--- config.mk ---
export PLATFORM = sky130hd
export DESIGN_NAME = alu_op_sequencer
export DESIGN_NICKNAME = d
export VERILOG_FILES = /design/src/rtl/alu_seq_pkg.sv /design/src/rtl/alu_op_sequencer_fifo.sv /design/src/rtl/alu_op_sequencer.sv
export SDC_FILE = /design/constraint.sdc
export NUM_CORES = 1
export LEC_CHECK = 0
export BUFFER_PORTS_ARGS = -buffer_cell sky130_fd_sc_hd__buf_2
export CAP_MARGIN = 30
export CELL_PAD_IN_SITES_DETAIL_PLACEMENT = 1
export CELL_PAD_IN_SITES_GLOBAL_PLACEMENT = 2
export CORE_MARGIN = 2
export CORE_UTILIZATION = 41
export DETAILED_ROUTE_END_ITERATION = 10
export PLACE_DENSITY_LB_ADDON = 0.1
export SYNTH_ARGS = -nofsm -noshare
export SYNTH_HDL_FRONTEND = slang
export SYNTH_SLANG_ARGS = --single-unit
--- constraint.sdc ---
create_clock -name clk -period 2.7 [get_ports clk]
set_input_delay 0.135 -clock clk [delete_from_list [all_inputs] [get_ports clk]]
set_output_delay 0.135 -clock clk [all_outputs]
set_load 0.01 [all_outputs]
--- src/rtl/alu_seq_pkg.sv ---
// alu_seq_pkg: shared widths, instruction modes, ALU opcodes and sequencer FSM states
package alu_seq_pkg;
    localparam int DEF_W     = 6;
    localparam int DEF_OPW   = 4;
    localparam int DEF_DEPTH = 4;
    typedef enum logic [1:0] {
        MODE_ALU  = 2'b00,
        MODE_LOAD = 2'b01,
        MODE_CMP  = 2'b10,
        MODE_HALT = 2'b11
    } mode_e;
    localparam logic [DEF_OPW-1:0] OP_NOT  = 4'b0000;
    localparam logic [DEF_OPW-1:0] OP_ILL  = 4'b0001;
    localparam logic [DEF_OPW-1:0] OP_AND  = 4'b0010;
    localparam logic [DEF_OPW-1:0] OP_SUB  = 4'b0011;
    localparam logic [DEF_OPW-1:0] OP_DEC  = 4'b0100;
    localparam logic [DEF_OPW-1:0] OP_EQ   = 4'b0101;
    localparam logic [DEF_OPW-1:0] OP_LESS = 4'b0110;
    localparam logic [DEF_OPW-1:0] OP_INC  = 4'b1000;
    localparam logic [DEF_OPW-1:0] OP_ADD  = 4'b1010;
    localparam logic [DEF_OPW-1:0] OP_XOR  = 4'b1101;
    localparam logic [DEF_OPW-1:0] OP_OR   = 4'b1111;
    typedef enum logic [1:0] {
        ST_IDLE = 2'b00,
        ST_EXEC = 2'b01,
        ST_HALT = 2'b10
    } state_e;
endpackage

--- src/rtl/alu_op_sequencer_fifo.sv ---
// seq_fifo: synchronous FIFO with full/empty/count; pointers wrap modulo DEPTH
//  Ports: clk, rst_n (async active-low), push/din write, pop/dout read head,
//         full, empty, count (0..DEPTH)
module seq_fifo #(
    parameter int WIDTH = 12,
    parameter int DEPTH = 4
) (
    input  logic                     clk,
    input  logic                     rst_n,
    input  logic                     push,
    input  logic                     pop,
    input  logic [WIDTH-1:0]         din,
    output logic [WIDTH-1:0]         dout,
    output logic                     full,
    output logic                     empty,
    output logic [$clog2(DEPTH):0]   count
);
    localparam int AW = $clog2(DEPTH);
    localparam int CW = AW + 1;
    logic [WIDTH-1:0] mem [DEPTH];
    logic [AW-1:0]    wp, rp;
    logic             do_push, do_pop;
    assign do_push = push && !full;
    assign do_pop  = pop && !empty;
    assign dout    = mem[rp];
    assign full    = count == CW'(DEPTH);
    assign empty   = count == '0;
    always_ff @(posedge clk) begin
        if (do_push) mem[wp] <= din;
    end
    always_ff @(posedge clk or negedge rst_n) begin
        if (!rst_n) begin
            wp    <= '0;
            rp    <= '0;
            count <= '0;
        end else begin
            if (do_push) wp <= wp + AW'(1);
            if (do_pop) rp <= rp + AW'(1);
            count <= count + CW'(do_push) - CW'(do_pop);
        end
    end
endmodule

--- src/rtl/alu_op_sequencer.sv ---
// alu_op_sequencer: buffers {mode,op,imm} words and issues them to an external ALU around an accumulator
//  Ports: in_valid/in_ready/in_mode/in_op/in_imm instruction push; resume leaves HALT;
//         alu_x/alu_y/alu_op drive the ALU, alu_z/alu_iof/alu_baf/alu_zf come back;
//         acc, flags {IOF,BAF,ZF}, cond, retire pulse, busy, halted, err (sticky).
//  Macro ILLEGAL_OP_TRAP_EN: ALU/CMP with op 0001 traps (err=1, HALT) instead of issuing.
module alu_op_sequencer
    import alu_seq_pkg::*;
#(
    parameter int W          = DEF_W,
    parameter int OPW        = DEF_OPW,
    parameter int FIFO_DEPTH = DEF_DEPTH
) (
    input  logic           clk,
    input  logic           rst_n,
    input  logic           in_valid,
    output logic           in_ready,
    input  logic [1:0]     in_mode,
    input  logic [OPW-1:0] in_op,
    input  logic [W-1:0]   in_imm,
    input  logic           resume,
    output logic [W-1:0]   alu_x,
    output logic [W-1:0]   alu_y,
    output logic [OPW-1:0] alu_op,
    input  logic [W-1:0]   alu_z,
    input  logic           alu_iof,
    input  logic           alu_baf,
    input  logic           alu_zf,
    output logic [W-1:0]   acc,
    output logic [2:0]     flags,
    output logic           cond,
    output logic           retire,
    output logic           busy,
    output logic           halted,
    output logic           err
);
    localparam int FW = 2 + OPW + W;
    logic [FW-1:0]                 head;
    logic                          full, empty;
    logic [$clog2(FIFO_DEPTH):0]   count;
    state_e                        state, state_n;
    mode_e                         mode_h, ex_mode;
    logic [OPW-1:0]                op_h;
    logic [W-1:0]                  imm_h;
    logic                          pop, illegal, issue;
    assign mode_h = mode_e'(head[FW-1 -: 2]);
    assign op_h   = head[W +: OPW];
    assign imm_h  = head[W-1:0];
    assign pop    = state == ST_IDLE && !empty;
`ifdef ILLEGAL_OP_TRAP_EN
    assign illegal = pop && (mode_h == MODE_ALU || mode_h == MODE_CMP) && op_h == OPW'(OP_ILL);
`else
    assign illegal = 1'b0;
`endif
    assign issue = pop && (mode_h == MODE_ALU || mode_h == MODE_CMP) && !illegal;
    seq_fifo #(.WIDTH(FW), .DEPTH(FIFO_DEPTH)) u_fifo (
        .clk   (clk),
        .rst_n (rst_n),
        .push  (in_valid),
        .pop   (pop),
        .din   ({in_mode, in_op, in_imm}),
        .dout  (head),
        .full  (full),
        .empty (empty),
        .count (count)
    );
    always_ff @(posedge clk or negedge rst_n) begin
        if (!rst_n) state <= ST_IDLE;
        else        state <= state_n;
    end
    always_comb begin
        state_n = state == ST_EXEC ? ST_IDLE :
                  state == ST_HALT ? (resume ? ST_IDLE : ST_HALT) :
                  !pop ? ST_IDLE :
                  (mode_h == MODE_HALT || illegal) ? ST_HALT :
                  issue ? ST_EXEC : ST_IDLE;
    end
    always_comb begin
        in_ready = !full;
        busy     = state != ST_IDLE || count != '0;
        halted   = state == ST_HALT;
    end
    // acc is sampled into alu_x on the pop edge, after any prior EXEC write, so chains see fresh results
    always_ff @(posedge clk or negedge rst_n) begin
        if (!rst_n) begin
            alu_x   <= '0;
            alu_y   <= '0;
            alu_op  <= '0;
            acc     <= '0;
            flags   <= '0;
            cond    <= 1'b0;
            retire  <= 1'b0;
            err     <= 1'b0;
            ex_mode <= MODE_ALU;
        end else begin
            retire <= (pop && (mode_h == MODE_LOAD || mode_h == MODE_HALT || illegal)) || state == ST_EXEC;
            err    <= err | illegal;
            if (pop && mode_h == MODE_LOAD) acc <= imm_h;
            if (issue) begin
                alu_x   <= acc;
                alu_y   <= imm_h;
                alu_op  <= op_h;
                ex_mode <= mode_h;
            end
            if (state == ST_EXEC && ex_mode == MODE_ALU) begin
                acc   <= alu_z;
                flags <= {alu_iof, alu_baf, alu_zf};
            end
            if (state == ST_EXEC && ex_mode == MODE_CMP) cond <= alu_z[0];
        end
    end
endmodule

==> impl_metrics.tcl, run 1 <==
set metrics [dict create \
    postLayoutCellArea_um2 4140 \
    drive_above_1_share_pct 41.9 \
    seq_area_um2 2390 \
    met3_usage_pct 3.40 \
    hold_path.class "in -> reg" \
    critPathLaunch "u_fifo.rp[0]" \
    place_inst 346 \
    drt-vias-per-instance 4.94 \
    synthTopCellsByCount "edfxtp_1 (48), dfrtp_1 (38), mux2_2 (14)" \
    finalSetupTns_ps 0 \
    clk_pin_slew_ps 90 \
    num_vias 1836 \
    cp_cell_sequence "mux4_2, nor4_4, buf_4, mux2_2" \
    rsz0062_at_grt "no" \
    reg2reg_setup_slack_ps 510 \
    io_pins 56 \
    drv_cap 0 \
    area_growth_pct 21.4 \
    fin_cells 372 \
    met1_usage_pct 19.9 \
    p_sw_w 0.00162 \
    yosysWarnings 0 \
    gr-total-overflow 0 \
    fmax_mhz 456 \
    min_period_over_period_pct 81.2 \
    crit_fanout 19 \
    worstPathRequired_ps 2930 \
    post-dp-hpwl_um 4340 \
    path_buf_inv 1 \
    setup_viol 0 \
    pwr_density_cell_nw_per_um2 1200 \
    path_class "reg -> reg" \
    hold_slack_ps 15.6 \
    drv_slew 0 \
    synth_top_area_cell "edfxtp_1" \
    intPower_w 0.00336 \
    yosysTopAreaCellShare_pct 42.2 \
    port_buffers 54 \
    yosysSeqAreaShare_pct 70.1 \
    grtUsageTotal_pct 15.3 \
    critPathArrivalTime_ps 2430 \
    synth_area_per_cell_um2 18.1 \
    die_x_um 95.2 \
    r2r-start "u_fifo.rp[0]" \
    path_depth 4 \
    finalCriticalPeriod_ps 2190 \
    yosys-top-cells-area "edfxtp_1 (42%), dfrtp_1 (28%), mux4_2 (7.9%)" \
    nets 294 \
    cts_buffers 9 \
    cts_sinks 86 \
    gp_congestion 0.704 \
    synth.most_common_cell "edfxtp_1" \
    grt_pass1_vias 1961 \
    start_util_pct 42.0 \
    synthArstFlopShare_pct 44.2 \
    synth_cell_type_count 29 \
    synth_cells 189 \
    placed_cell_area_um2 3820 \
    clkPwrFrac_pct 20.5 \
    hold_viol_final 0 \
    combPwrFrac_pct 37.3 \
    p_sw_share_pct 32.5 \
    ys_seq_elements 86 \
    fin_util_pct 50.9 \
    synth_edf_count 48 \
    r2r_end "alu_y[1]" \
    synth_area_um2 3410 \
    outcome "completed" \
    cts_tree "yes" \
    root_buffer "clkbuf_8" \
    clk_latency_ps 350 \
    end_kind "flop" \
    n_fill_cell 798 \
    clk_path_buf_depth 2 \
    slowest_delay_ps 620 \
    slowest_stage "mux4_2" \
    htree_levels 3 \
    core_um2 8130 \
    synth_ff_type "edfxtp_1" \
    wl_um 6420 \
    postCtsResizedCells 0 \
    antenna_found_initial 0 \
    wl_per_cell_um 17.3 \
    power_frac_seq_pct 42.3 \
    n_antenna_cell 0 \
    ir_drop_uv 448 \
    rows 33 \
    cp-endpoint "alu_y[1]" \
    dr.pass1.iters 4 \
    die_area_um2 9070 \
    ant_nets 0 \
    grt_pass1_wl_um 10100 \
    die_h_um 95.2 \
    top_usage_layer "met2" \
    drc 0 \
    start_kind "flop" \
    r2r_cells 4 \
    grt_start_max_net_pins 39 \
    use_met2_pct 24.9 \
    p_leak_nw 1.68 \
    syn-num-nets 221 \
    multi_input_area_um2 951 \
    slew_headroom_pct 39.4 \
    drtIter0Drc 47 \
    worstMarginPinSlew_ps 909 \
    fin_skew_ps 11.0 \
    cp_top_family "multiplexers" \
]
==> worst reg2reg max path, delay by kind of cell, from the launching register on <==
family / cells / cell delay [ps]
multiplexers: 2 / 1000
flip-flops: 1 / 590
buffers and inverters: 1 / 350
AND/OR/NAND/NOR: 1 / 140
==> power groups by stage <==
stage               Clock (W)  Combinational (W)  Sequential, W
detailed placement          0            0.00189        0.00215
global placement            0            0.00183        0.00213
global route          0.00109            0.00208        0.00216
floorplan                   0            0.00126        0.00215
CTS                   0.00104            0.00191        0.00212
finish                0.00102            0.00186        0.00210
==> final cells by class <==
| type | count | share of cell area (%) |
|---|---|---|
| Sequential cell | 86 | 57.7 |
| Multi-Input combinational cell | 88 | 23.0 |
| Timing Repair Buffer | 70 | 10.0 |
| Tap cell | 105 | 3.17 |
| Clock buffer | 9 | 2.99 |
| Clock inverter | 7 | 2.48 |
| Inverter | 7 | 0.634 |
==> metal layers <==
layer | up-vias | share of wire (%) | routed length, um
li1 | 843 | - | -
met1 | 935 | 45 | 2900
met2 | 49 | 49 | 3150
met3 | 9 | 4.2 | 267
met4 | 0 | 1.4 | 93
met5 | - | 0 | 0
==> logic make-up after synthesis <==
family          after synthesis  synth area share (%)
compound gates                7                  1.14
other cells                   1                 0.110
xor+xnor                      5                  1.28
buf+inv                      15                  2.24
fa+ha+maj                     7                  2.79
flops                        86                  70.1
mux                          40                  17.8
simple gates                 28                  4.55
==> worst min-delay path by stage <==
| stage | startpoint | endpoint | cells past startpoint |
|---|---|---|---|
| final | in_imm[0] | u_fifo.mem[2][0] | 1 |
| after global routing | alu_zf | flags[0] | 2 |
| after CTS | alu_iof | flags[2] | 2 |
| after detailed placement | rst_n | alu_y[0] | 1 |
| after global placement | rst_n | flags[1] | 1 |
| after floorplan | rst_n | acc[0] | 0 |
==> flip-flops by register name (all words and copies together), names as in the netlist <==
| signal | cells |
|---|---|
| ex_mode | 2 |
| alu_op | 4 |
| state | 2 |
| u_fifo.wp | 2 |
| retire | 1 |
| cond | 1 |
| acc | 6 |
| flags | 3 |
| u_fifo.count | 3 |
| u_fifo.mem | 48 |
| alu_x | 6 |
| u_fifo.rp | 2 |
| alu_y | 6 |
==> layout by cell type, fill, tap and decap left out, types with 7 or more instances in the layout <==
cell	instances
buf_2	54
clkbuf_8	9
dfrtp_1	38
dlygate4sd3_1	10
edfxtp_1	48
inv_1	7
mux2_2	14
mux2_4	8
mux4_2	12
nor2_1	9
==> repair_timing <==
action                                  4_1_cts  5_1_grt
endpoints found under the setup margin        0        0
setup buffers                                 0        0
hold buffers                                 10        0
endpoints found under the hold margin        68        0
==> per-stage QoR <==
| step | setup slack [ps] | power, W |
|---|---|---|
| floorplan | 449 | 0.00341 |
| global placement | 478 | 0.00396 |
| detailed placement | 469 | 0.00404 |
| CTS | 454 | 0.00507 |
| global route | 367 | 0.00533 |
| finish | 507 | 0.00498 |
Note: power is estimated with default switching activity, not from simulation.
==> inputs of run 2 (changes only) <==
CORE_UTILIZATION = 37   (was 41)
clock period = 2 ns   (was 2.7 ns; I/O delays follow)
==> impl_metrics.tcl, run 2 (synthesis gave the netlist of run 1 again) <==
set metrics [dict create \
    root_buffer "clkbuf_8" \
    ant_nets 0 \
    crit_fanout 2 \
    cts_sinks 86 \
    die_area_um2 10000 \
    drc 0 \
    htree_levels 3 \
    hold_viol_final 0 \
    ir_drop_uv 752 \
    end_kind "flop" \
    fin_skew_ps 10.4 \
    drv_cap 0 \
    rsz0062_at_grt "yes" \
    clk_pin_slew_ps 80 \
    n_fill_cell 900 \
    grt_pass1_wl_um 10600 \
    clk_latency_ps 350 \
    hold_path_end "acc[2]" \
    grt_start_max_net_pins 39 \
    final_common_cell "buf_2" \
    gr-total-overflow 0 \
    cts_setup_buffers 0 \
    layout_common_cells "buf_2 (54), edfxtp_1 (48), dfrtp_1 (37)" \
    wl_per_cell_um 16.6 \
    r2r-start "u_fifo.count[0]" \
    start_kind "flop" \
    highest_layer "met4" \
    drtIter0Drc 20 \
    largest_reg_flops 48 \
    drive_above_1_share_pct 42.4 \
    pwr_density_cell_nw_per_um2 1560 \
    area_growth_pct 25.7 \
    reg2reg_setup_slack_ps 50 \
    start_util_pct 37.5 \
    wl_met2_um 3370 \
    postLayoutCellArea_um2 4290 \
    grt_pass1_vias 2031 \
    drt-vias-per-instance 4.74 \
    worstMarginPinSlew_ps 682 \
    wl_met3_um 266 \
    critPathArrivalTime_ps 2220 \
    drv_slew 0 \
    finalSetupTns_ps 0 \
    io_pins 56 \
    fmax_mhz 514 \
    outcome "completed" \
    top_register "u_fifo.mem" \
    worstPathRequired_ps 2280 \
    finalCriticalPeriod_ps 1950 \
    r2r_cells 8 \
    nets 310 \
    setup_viol 0 \
    clk_path_buf_depth 2 \
    slew_headroom_pct 54.5 \
    dr.pass1.iters 4 \
    worstHoldStart "alu_z[2]" \
    wl_um 6550 \
    die_h_um 100 \
    port_buffers 54 \
    cts_buffers 9 \
    rows 35 \
    hold_depth 3 \
    antenna_found_initial 0 \
    r2r_end "u_fifo.count[2]" \
    cts_tree "yes" \
    num_vias 1869 \
    path_class "reg -> reg" \
    min_period_over_period_pct 97.3 \
    placed_cell_area_um2 3890 \
    gp_congestion 0.673 \
    met1_length_um 2830 \
    p_leak_nw 1.73 \
    n_antenna_cell 0 \
    grtUsageTotal_pct 14.3 \
    hold_path.class "in -> reg" \
    die_x_um 100 \
    core_um2 9110 \
    post-dp-hpwl_um 4340 \
]
## run 2: cell count changes in the layout (fill, tap and decap cells not counted), moves of 2 or more
cell           change
buf_4              +5
inv_6              -3
nor3_1             -2
dlygate4sd3_1     +10
## run 2: metal layers
| metal | up-vias | global-route usage [%] |
|---|---|---|
| met5 | - | 0 |
| met1 | 945 | 17.3 |
| li1 | 874 | - |
| met3 | 8 | 4.32 |
| met2 | 42 | 24.3 |
| met4 | 0 | 5.06 |
## run 2: timing repair
| item | 4_1_cts | 5_1_grt |
|---|---|---|
| setup endpoints to repair | 0 | 18 |
| hold buffers | 20 | 0 |
| resized for setup | 0 | 3 |
| hold endpoints to repair | 93 | 0 |
## run 2: layout make-up
type	instances	area, um^2	share of cell area [%]
clock buffer	10	128	2.98
clock inverter	6	62.6	1.46
inverter	7	26.3	0.613
multi-input combinational	88	967	22.5
sequential	86	2390	55.8
tap	111	139	3.24
timing repair buffer	86	573	13.4
## run 2: worst max-delay path by stage
stage                         start  slack, ps               to  cells after the start
finish              u_fifo.count[0]         50  u_fifo.count[2]                      8
global route        u_fifo.count[1]        -40  u_fifo.count[2]                      8
CTS                    u_fifo.rp[0]         30        alu_op[3]                      4
detailed placement     u_fifo.rp[0]         40           acc[1]                      5
global placement       u_fifo.rp[0]         70           acc[5]                      5
floorplan              u_fifo.rp[0]        -60        alu_op[0]                      5
## run 2: metrics by stage
| step | total power (W) | setup slack (ps) | hold slack [ps] | utilization (%) | std cells |
|---|---|---|---|---|---|
| detailed placement | 0.00557 | 40.9 | 203 | 42.7 | 358 |
| finish | 0.00667 | 53.7 | 16.3 | 47.1 | 394 |
| CTS | 0.00679 | 30.2 | 3.31 | 47.0 | 394 |
| global route | 0.00717 | -42.0 | 7.68 | 47.1 | 394 |
| global placement | 0.00554 | 70.4 | 202 | 42.7 | 358 |
| floorplan | 0.00463 | -62.1 | -196 | - | 189 |
## run 2: power by group
part	switching, W	internal [W]	leakage, nW
combinational	0.00124	0.00144	0.759
clock	0.000600	0.000573	0.0899
sequential	0.000310	0.00250	0.883
## run 2: worst max-delay path: stages (launching register included)
cell	delay, ps
dfrtp_1	410
nor3_4	210
nor3_2	70
ha_1	280
inv_1	40
ha_1	180
fa_1	370
xnor2_1	190
xnor2_1	130
==> inputs of run 3 (changes only) <==
RECOVER_POWER = 50   (was default)
==> impl_metrics.tcl, run 3 (synthesis gave the netlist of run 1 again) <==
set metrics [dict create \
    outcome "completed" \
    cts_buffers 9 \
    worstPathRequired_ps 2280 \
    wl_per_cell_um 16.6 \
    top_register "u_fifo.mem" \
    cp-endpoint "u_fifo.count[2]" \
    reg2reg_setup_slack_ps 50 \
    finalCriticalPeriod_ps 1950 \
    largest_reg_flops 48 \
    cts_setup_buffers 0 \
    finalPower_w 0.00664 \
    nets 310 \
    die_h_um 100 \
    r2r_end "u_fifo.count[2]" \
    slew_headroom_pct 34.5 \
    start_kind "flop" \
    setup_viol 0 \
    cp_cell_sequence "nor3_4, nor3_2, ha_1, inv_1, ha_1, fa_1, xnor2_1, xnor2_1" \
    path_depth 8 \
    clk_pin_slew_ps 80 \
    postLayoutCellArea_um2 4250 \
    htree_levels 3 \
    hold_viol_final 0 \
    p_leak_nw 1.66 \
    placed_cell_area_um2 3890 \
    grt_pass1_vias 2031 \
    r2r_cells 8 \
    port_buffers 54 \
    end_kind "flop" \
    drtIter0Drc 22 \
    n_antenna_cell 0 \
    fin_skew_ps 8.74 \
    drive_above_1_share_pct 33.2 \
    die_area_um2 10000 \
    cp_top_family "adder cells" \
    clk_latency_ps 350 \
    grt_start_max_net_pins 39 \
    final_common_cell "edfxtp_1" \
    gp_congestion 0.673 \
    fmax_mhz 514 \
    drt-vias-per-instance 4.77 \
    drc 0 \
    grtUsageTotal_pct 14.3 \
    ant_nets 0 \
    min_period_over_period_pct 97.3 \
    num_vias 1880 \
    rsz0062_at_grt "yes" \
    hold_depth 3 \
    pwr_density_cell_nw_per_um2 1560 \
    antenna_found_initial 0 \
    drv_cap 0 \
    rows 35 \
    r2r-start "u_fifo.count[0]" \
    start_util_pct 37.5 \
    clk_path_buf_depth 2 \
    dr.pass1.iters 4 \
    slowest_delay_ps 410 \
    path_buf_inv 1 \
    gr-total-overflow 0 \
    root_buffer "clkbuf_8" \
    io_pins 56 \
    hold_path.class "in -> reg" \
    die_x_um 100 \
    cts_tree "yes" \
    ir_drop_uv 748 \
    layout_common_cells "edfxtp_1 (48), dfrtp_1 (37), buf_2 (28)" \
    drv_slew 0 \
    cts_sinks 86 \
    area_growth_pct 24.6 \
    post-dp-hpwl_um 4340 \
    worstHoldStart "alu_z[2]" \
    core_um2 9110 \
    grt_pass1_wl_um 10600 \
    worstMarginPinSlew_ps 983 \
    wl_um 6550 \
    slowest_stage "dfrtp_1" \
    critPathLaunch "u_fifo.count[0]" \
    crit_fanout 2 \
    critPathArrivalTime_ps 2220 \
    path_class "reg -> reg" \
]
run 3: changes by cell type in the layout (fill, tap and decap cells not counted):
cell and change:
buf_2 -26, clkbuf_1 +26, buf_4 -1, clkbuf_2 +1
run 3: how the worst min path moves through the flow:
stage	to	slack [ps]
6_report	acc[2]	10
5_1_grt	acc[2]	8
4_1_cts	acc[2]	3
3_5_place_dp	alu_x[0]	200
3_3_place_gp	flags[1]	200
2_1_floorplan	acc[0]	-200
run 3: tightest hold or removal path, stage by stage:
cell     delay [ps]
buf_2            80
nor2_1           30
a21oi_1         100
run 3: report_power, final:
group / internal, W / switching, W
registers: 0.00250 / 0.000316
clock network: 0.000573 / 0.000598
logic: 0.00140 / 0.00124
run 3: metrics by stage:
step           hold slack (ps)  cells  worst slack (ps)  TNS, ps  utilization [%]
2_1_floorplan             -196    189             -62.1     -522                -
3_3_place_gp               202    358              70.4        0             42.7
3_5_place_dp               203    358              40.9        0             42.7
4_1_cts                   3.31    394              30.2        0             47.0
5_1_grt                   7.68    394             -42.0    -42.0             46.7
6_report                  14.1    394              53.7        0             46.7
run 3: final cells by class:
class,count,area [um^2]
Sequential cell,86,2390
Multi-Input combinational cell,88,967
Inverter,7,26.3
Tap cell,111,139
Clock inverter,6,62.6
Timing Repair Buffer,86,538
Fill cell,905,4850
Clock buffer,10,128
run 3: per-layer routing:
layer | up-vias | track usage [%] | wire length [um]
li1 | 875 | - | -
met1 | 949 | 17.3 | 2790
met2 | 47 | 24.3 | 3370
met3 | 9 | 4.32 | 294
met4 | 0 | 5.06 | 96
met5 | - | 0 | 0
run 3: repair_timing:
action,in CTS,in global routing
hold buffers,20,0
hold endpoints to repair,93,0
gates resized for setup,0,3
setup endpoints to repair,0,18
